## src/rtl/addsub_pkg.sv

```systemverilog
// addsub_pkg: mode encodings and the per-stage control record for pipe_addsub.
package addsub_pkg;
  localparam logic MODE_ADD = 1'b0;
  localparam logic MODE_SUB = 1'b1;
  // Operand and partial-sum fields are WIDTH-dependent, so each stage keeps them beside this record
  typedef struct packed {
    logic valid;
    logic carry;
    logic ovf;
  } stage_ctl_t;
endpackage

```

## src/rtl/rca_chunk.sv

```systemverilog
// rca_chunk: combinational ripple-carry adder slice, also exposing the carry into its MSB.
module rca_chunk #(
  parameter int W = 4
) (
  input  logic [W-1:0] a,
  input  logic [W-1:0] b,
  input  logic         cin,
  output logic [W-1:0] sum,
  output logic         cout,
  output logic         msb_cin
);
  logic [W:0] w_c;
  always_comb begin
    w_c = '0;
    sum = '0;
    w_c[0] = cin;
    for (int i = 0; i < W; i++) begin
      sum[i]    = a[i] ^ b[i] ^ w_c[i];
      w_c[i+1]  = (a[i] & b[i]) | (w_c[i] & (a[i] ^ b[i]));
    end
  end
  assign cout    = w_c[W];
  assign msb_cin = w_c[W-1];
endmodule

```

## src/rtl/pipe_addsub.sv

```systemverilog
// pipe_addsub: STAGES-deep chunked add/subtract pipeline with valid/ready flow control.
module pipe_addsub
  import addsub_pkg::*;
#(
  parameter int WIDTH  = 16,
  parameter int STAGES = 4
) (
  input  logic             clk,
  input  logic             rst,
  input  logic             in_valid,
  output logic             in_ready,
  input  logic [WIDTH-1:0] a,
  input  logic [WIDTH-1:0] b,
  input  logic             mode,
  output logic             out_valid,
  input  logic             out_ready,
  output logic [WIDTH-1:0] sum,
  output logic             cout,
  output logic             ovf
);
  localparam int CW = WIDTH / STAGES;
  logic w_en;
  assign w_en     = out_ready | ~out_valid;
  assign in_ready = w_en;
  for (genvar k = 0; k < STAGES; k++) begin : g_stage
    stage_ctl_t       r_ctl;
    logic [WIDTH-1:0] r_a, r_b, r_s;
    logic             w_v, w_cin, w_co, w_cm;
    logic [WIDTH-1:0] w_a, w_b, w_s;
    logic [CW-1:0]    w_sum;
    if (k == 0) begin : g_head
      // Subtraction folds into the head: invert b once, carry-in supplies the +1
      assign w_v   = in_valid;
      assign w_cin = (mode == MODE_SUB);
      assign w_a   = a;
      assign w_b   = (mode == MODE_SUB) ? ~b : b;
      assign w_s   = '0;
    end else begin : g_body
      assign w_v   = g_stage[k-1].r_ctl.valid;
      assign w_cin = g_stage[k-1].r_ctl.carry;
      assign w_a   = g_stage[k-1].r_a;
      assign w_b   = g_stage[k-1].r_b;
      assign w_s   = g_stage[k-1].r_s;
    end
    rca_chunk #(.W(CW)) u_rca (
      .a      (w_a[CW-1:0]),
      .b      (w_b[CW-1:0]),
      .cin    (w_cin),
      .sum    (w_sum),
      .cout   (w_co),
      .msb_cin(w_cm)
    );
    // Operands shift down to expose the next chunk; sum chunks enter at the top and shift down
    always_ff @(posedge clk or posedge rst) begin
      if (rst) begin
        r_ctl <= '0;
        r_a   <= '0;
        r_b   <= '0;
        r_s   <= '0;
      end else if (w_en) begin
        r_ctl <= '{valid: w_v, carry: w_co, ovf: w_co ^ w_cm};
        r_a   <= w_a >> CW;
        r_b   <= w_b >> CW;
        r_s   <= (w_s >> CW) | (WIDTH'(w_sum) << (WIDTH - CW));
      end
    end
  end
  assign out_valid = g_stage[STAGES-1].r_ctl.valid;
  assign cout      = g_stage[STAGES-1].r_ctl.carry;
  assign ovf       = g_stage[STAGES-1].r_ctl.ovf;
  assign sum       = g_stage[STAGES-1].r_s;
endmodule

```

## config.mk

```make
export PLATFORM = sky130hd
export DESIGN_NAME = pipe_addsub
export DESIGN_NICKNAME = d
export VERILOG_FILES = /design/src/rtl/addsub_pkg.sv /design/src/rtl/rca_chunk.sv /design/src/rtl/pipe_addsub.sv
export SDC_FILE = /design/constraint.sdc
export NUM_CORES = 1
export LEC_CHECK = 0
export CELL_PAD_IN_SITES_DETAIL_PLACEMENT = 0
export CELL_PAD_IN_SITES_GLOBAL_PLACEMENT = 1
export CORE_MARGIN = 8
export CORE_UTILIZATION = 35
export DETAILED_ROUTE_END_ITERATION = 8
export GPL_TIMING_DRIVEN = 0
export MAX_ROUTING_LAYER = met4
export PLACE_DENSITY_LB_ADDON = 0.25
export SYNTH_ARGS = -nofsm -noshare
export SYNTH_HDL_FRONTEND = slang
export SYNTH_SLANG_ARGS = --single-unit
```

## constraint.sdc

```tcl
create_clock -name clk -period 9.44 [get_ports clk]
set_clock_uncertainty 0.05 [all_clocks]
set_input_delay 1.888 -clock clk [delete_from_list [all_inputs] [get_ports clk]]
set_output_delay 1.888 -clock clk [all_outputs]
set_load 0.03 [all_outputs]
```

==> Flow_metrics.wiki <==
{| class="wikitable"
! Metric !! Value
|-
| Result of the run || complete, no violations
|-
| Die extent in x || 126 um
|-
| Per-cell via count in the routed design || 4.54
|-
| Top fanout value on the critical path || 10
|-
| Final antenna-violating net count || 0
|-
| Worst setup SP type || primary input
|-
| Largest area contributor in the netlist || sky130_fd_sc_hd__dfrtp_1
|-
| Async S/R FF share, synth || 100%
|-
| Clock edge transition at the registers on the reported setup and hold paths || 0.06 ns
|-
| Starting density of the core || 35.5%
|-
| Final net count || 397
|-
| Total vias in the final route || 2,258
|-
| Clock Root Buffer || sky130_fd_sc_hd__clkbuf_16
|-
| Origin of the critical flop-to-flop path || g_stage[2].r_a[0]
|-
| Count of distinct cell types in the synthesized netlist || 16
|-
| Arrival time of the worst setup path || 3.92 ns
|-
| Antenna violations before repair || 0
|-
| IR drop worst, VDD || 0.0857 mV
|-
| Number of port buffers || 55
|-
| Path category of the worst min-delay check || reg2reg
|-
| Count of state elements after synthesis || 97
|-
| Overflow after GRT || 0
|-
| Minimum clock period || 5.86 ns
|-
| Yosys warning total || 0
|-
| Cell types with the largest area share after synthesis || sky130_fd_sc_hd__dfrtp_1 57%, sky130_fd_sc_hd__mux2_2 20%, sky130_fd_sc_hd__fa_1 7.1%
|-
| Required arrival time at the worst endpoint || 7.50 ns
|-
| Worst-path cell chain || clkdlybuf4s50_1 > nand2b_4 > buf_6 > buf_2 > buf_2 > clkdlybuf4s50_1
|-
| Layout Cells excl Fill || 497
|-
| Ranking of synthesized cells by instance count || 97 x sky130_fd_sc_hd__dfrtp_1, 75 x sky130_fd_sc_hd__mux2_2, 25 x sky130_fd_sc_hd__inv_1, 15 x sky130_fd_sc_hd__fa_1, 13 x sky130_fd_sc_hd__xor2_1
|-
| Num rows || 40
|-
| Area Growth Syn to Fin || 25.4%
|-
| Synth Net Count || 330
|-
| Area of the mapped netlist || 4220 um2
|-
| Total of cells resized after clock tree synthesis || 0
|-
| Final setup margin || 3.58 ns
|-
| Proportion of layout cells with a drive suffix above 1 || 32.9%
|-
| Quantity of hold-fixing buffers added after cts || 0
|-
| Die footprint || 15,800 um2
|-
| Setup tns final || 0 ns
|-
| Weighted congestion at the end of routability-driven global placement || 0.713
|-
| Number of global-route vias before repair || 2,485
|-
| Mapped Avg Cell Area || 15.2 um2
|-
| Startpoint of the lowest-slack hold path || g_stage[3].w_v
|-
| Instance count along the most critical hold path || 1
|-
| Wire per inst || 15.8 um
|-
| Worst-case register-to-register setup slack || 7.08 ns
|-
| Worst reg2reg path depth || 9
|-
| Fmax || 171 MHz
|-
| Max-capacitance violation count || 0
|-
| Cell count after placement || 481
|-
| Total GRT Usage || 11.2%
|-
| Pleak || 2.31 nW
|-
| Antenna diode count || 0
|-
| Placeable core area || 11,900 um2
|-
| Predominant post-synthesis flop cell || sky130_fd_sc_hd__dfrtp_1
|-
| Top-level port count || 57
|-
| Synthesized instance count || 278
|-
| Number of failing setup endpoints in the final timing report || 0
|-
| End of the worst register-to-register path || ovf
|-
| Least-Margin Pin Slew || 0.532 ns
|-
| Number of buffers inserted during clock tree synthesis || 9
|-
| DRC || 0
|-
| Part of the cycle the worst path needs || 62.1%
|-
| Slowest cell on the critical path || sky130_fd_sc_hd__clkdlybuf4s50_1
|-
| Wirelength, routed || 7.85 mm
|-
| Fin. max-slew vios || 0
|-
| CTS H-tree depth || 3
|-
| Kind of critical path || in2out
|-
| Crit. End Element || output port
|-
| Fraction of post-synthesis cell area in the top cell type by area || 57.5%
|-
| Sinks on Clock Net || 97
|-
| First-pass GRT wire length || 13.3 mm
|-
| WHS Endpoint || out_valid
|-
| CP peak stage delay || 0.72 ns
|-
| HPWL Detailed || 5.71 mm
|-
| Most used standard cell by instance count after synthesis || sky130_fd_sc_hd__dfrtp_1
|-
| Post-DP Area || 4990 um2
|-
| Ratio of total power to cell area || 328 nW/um2
|-
| Relative slew slack || 64.5%
|-
| Final non-filler cell area || 5300 um2
|-
| Clock latency at the later pin of the worst-skew pair || 0.34 ns
|-
| Part of the Yosys area used for sequential elements || 57.5%
|-
| Number of enable flip-flop cells after synthesis || 0
|-
| WHS || 0.409 ns
|-
| Count of final hold-check violations || 0
|-
| Number of buffers added for setup after CTS || 0
|-
| Placement Setup Slack || 3.54 ns
|-
| TritonCTS clock tree || done
|-
| Pre-Repair DR Iteration Count || 4
|-
| Maximum buffer depth of the clock tree || 2
|-
| Largest net degree at the start of global routing || 65
|-
| Setup repair after global routing missed its margin || no
|-
| Iter 0 DRT Violations || 89
|-
| Vertical extent of the die || 126 um
|}
-- cells in the final DEF, fill, tap and decap left out --
| master | n |
|---|---|
| sky130_fd_sc_hd__fa_1 | 15 |
| sky130_fd_sc_hd__bufinv_16 | 1 |
| sky130_fd_sc_hd__buf_16 | 1 |
| sky130_fd_sc_hd__xor2_1 | 13 |
| sky130_fd_sc_hd__mux2_4 | 10 |
| sky130_fd_sc_hd__nand2b_1 | 1 |
| sky130_fd_sc_hd__inv_1 | 24 |
| sky130_fd_sc_hd__clkbuf_8 | 3 |
| sky130_fd_sc_hd__inv_4 | 1 |
| sky130_fd_sc_hd__clkinv_2 | 1 |
| sky130_fd_sc_hd__buf_6 | 3 |
| sky130_fd_sc_hd__buf_2 | 9 |
| sky130_fd_sc_hd__buf_4 | 1 |
| sky130_fd_sc_hd__dfrtp_1 | 97 |
| sky130_fd_sc_hd__clkbuf_16 | 9 |
| sky130_fd_sc_hd__xnor2_1 | 4 |
| sky130_fd_sc_hd__nor3b_1 | 10 |
| sky130_fd_sc_hd__mux2i_1 | 2 |
| sky130_fd_sc_hd__mux2_2 | 75 |
| sky130_fd_sc_hd__clkdlybuf4s50_1 | 55 |
| sky130_fd_sc_hd__a21oi_1 | 10 |
| sky130_fd_sc_hd__clkbuf_1 | 4 |
| sky130_fd_sc_hd__nand2b_4 | 1 |
-- registers in the layout (all words and copies together), names as in the netlist --
register and flops:
cout 1, sum 16, g_stage.r_s 24, g_stage.w_v 3, out_valid 1, g_stage.r_b 24
g_stage.r_a 24, g_stage.w_cin 3, ovf 1
-- worst max-delay path by stage --
stage          startpoint                 to  slack [ns]  cells past startpoint
2_1_floorplan   out_ready           in_ready        4.92                      4
3_3_place_gp          rst  g_stage[0].r_b[9]        3.43                      2
3_5_place_dp    out_ready           in_ready        3.54                      6
4_1_cts         out_ready           in_ready        3.54                      6
5_1_grt         out_ready           in_ready        3.49                      6
6_report        out_ready           in_ready        3.58                      6
-- area by class of cell --
cell class | count | area, um2
fill | 1089 | 6610
multi-input combinational | 141 | 1610
clock inverter | 2 | 35.0
buffer | 15 | 93.8
tap | 147 | 184
timing repair buffer | 56 | 578
clock buffer | 14 | 274
sequential | 97 | 2430
inverter | 25 | 96.3
-- cell families after synthesis --
group                      share of synthesized area [%]
AOI/OAI and AO/OA                                   1.18
xor gates and xnor gates                            3.52
adders and majority gates                           7.11
buffers and inverters                               4.44
DFF                                                 57.5
muxes                                               24.0
and+or+nand+nor                                     2.25
-- power breakdown --
group,internal [mW],leakage [nW],switching [mW]
registers,0.604,1.12,0.101
logic,0.357,1.03,0.307
clock network,0.227,0.153,0.144
total,1.19,2.31,0.552
-- worst max-delay path: cells and delay by family --
kind / cells / cell delay [ns]
buffers and inverters: 5 / 1.89
and+or+nand+nor: 1 / 0.13
-- per-layer routing --
metal / GRT usage [%] / routed length, um / share of wire, %
met5: - / 0 / 0
met4: 6.37 / 146 / 1.9
met3: 2.11 / 207 / 2.6
met2: 17.1 / 3810 / 49
met1: 13.8 / 3690 / 47
-- through the flow --
| stage | utilization, % | total power [mW] |
|---|---|---|
| after CTS | 44.5 | 1.77 |
| final | 44.5 | 1.74 |
| after global routing | 44.5 | 1.87 |
| after global placement | 41.6 | 1.37 |
| after floorplan | - | 1.16 |
| after detailed placement | 41.9 | 1.39 |
No activity file was read; power rests on OpenSTA's default activity.
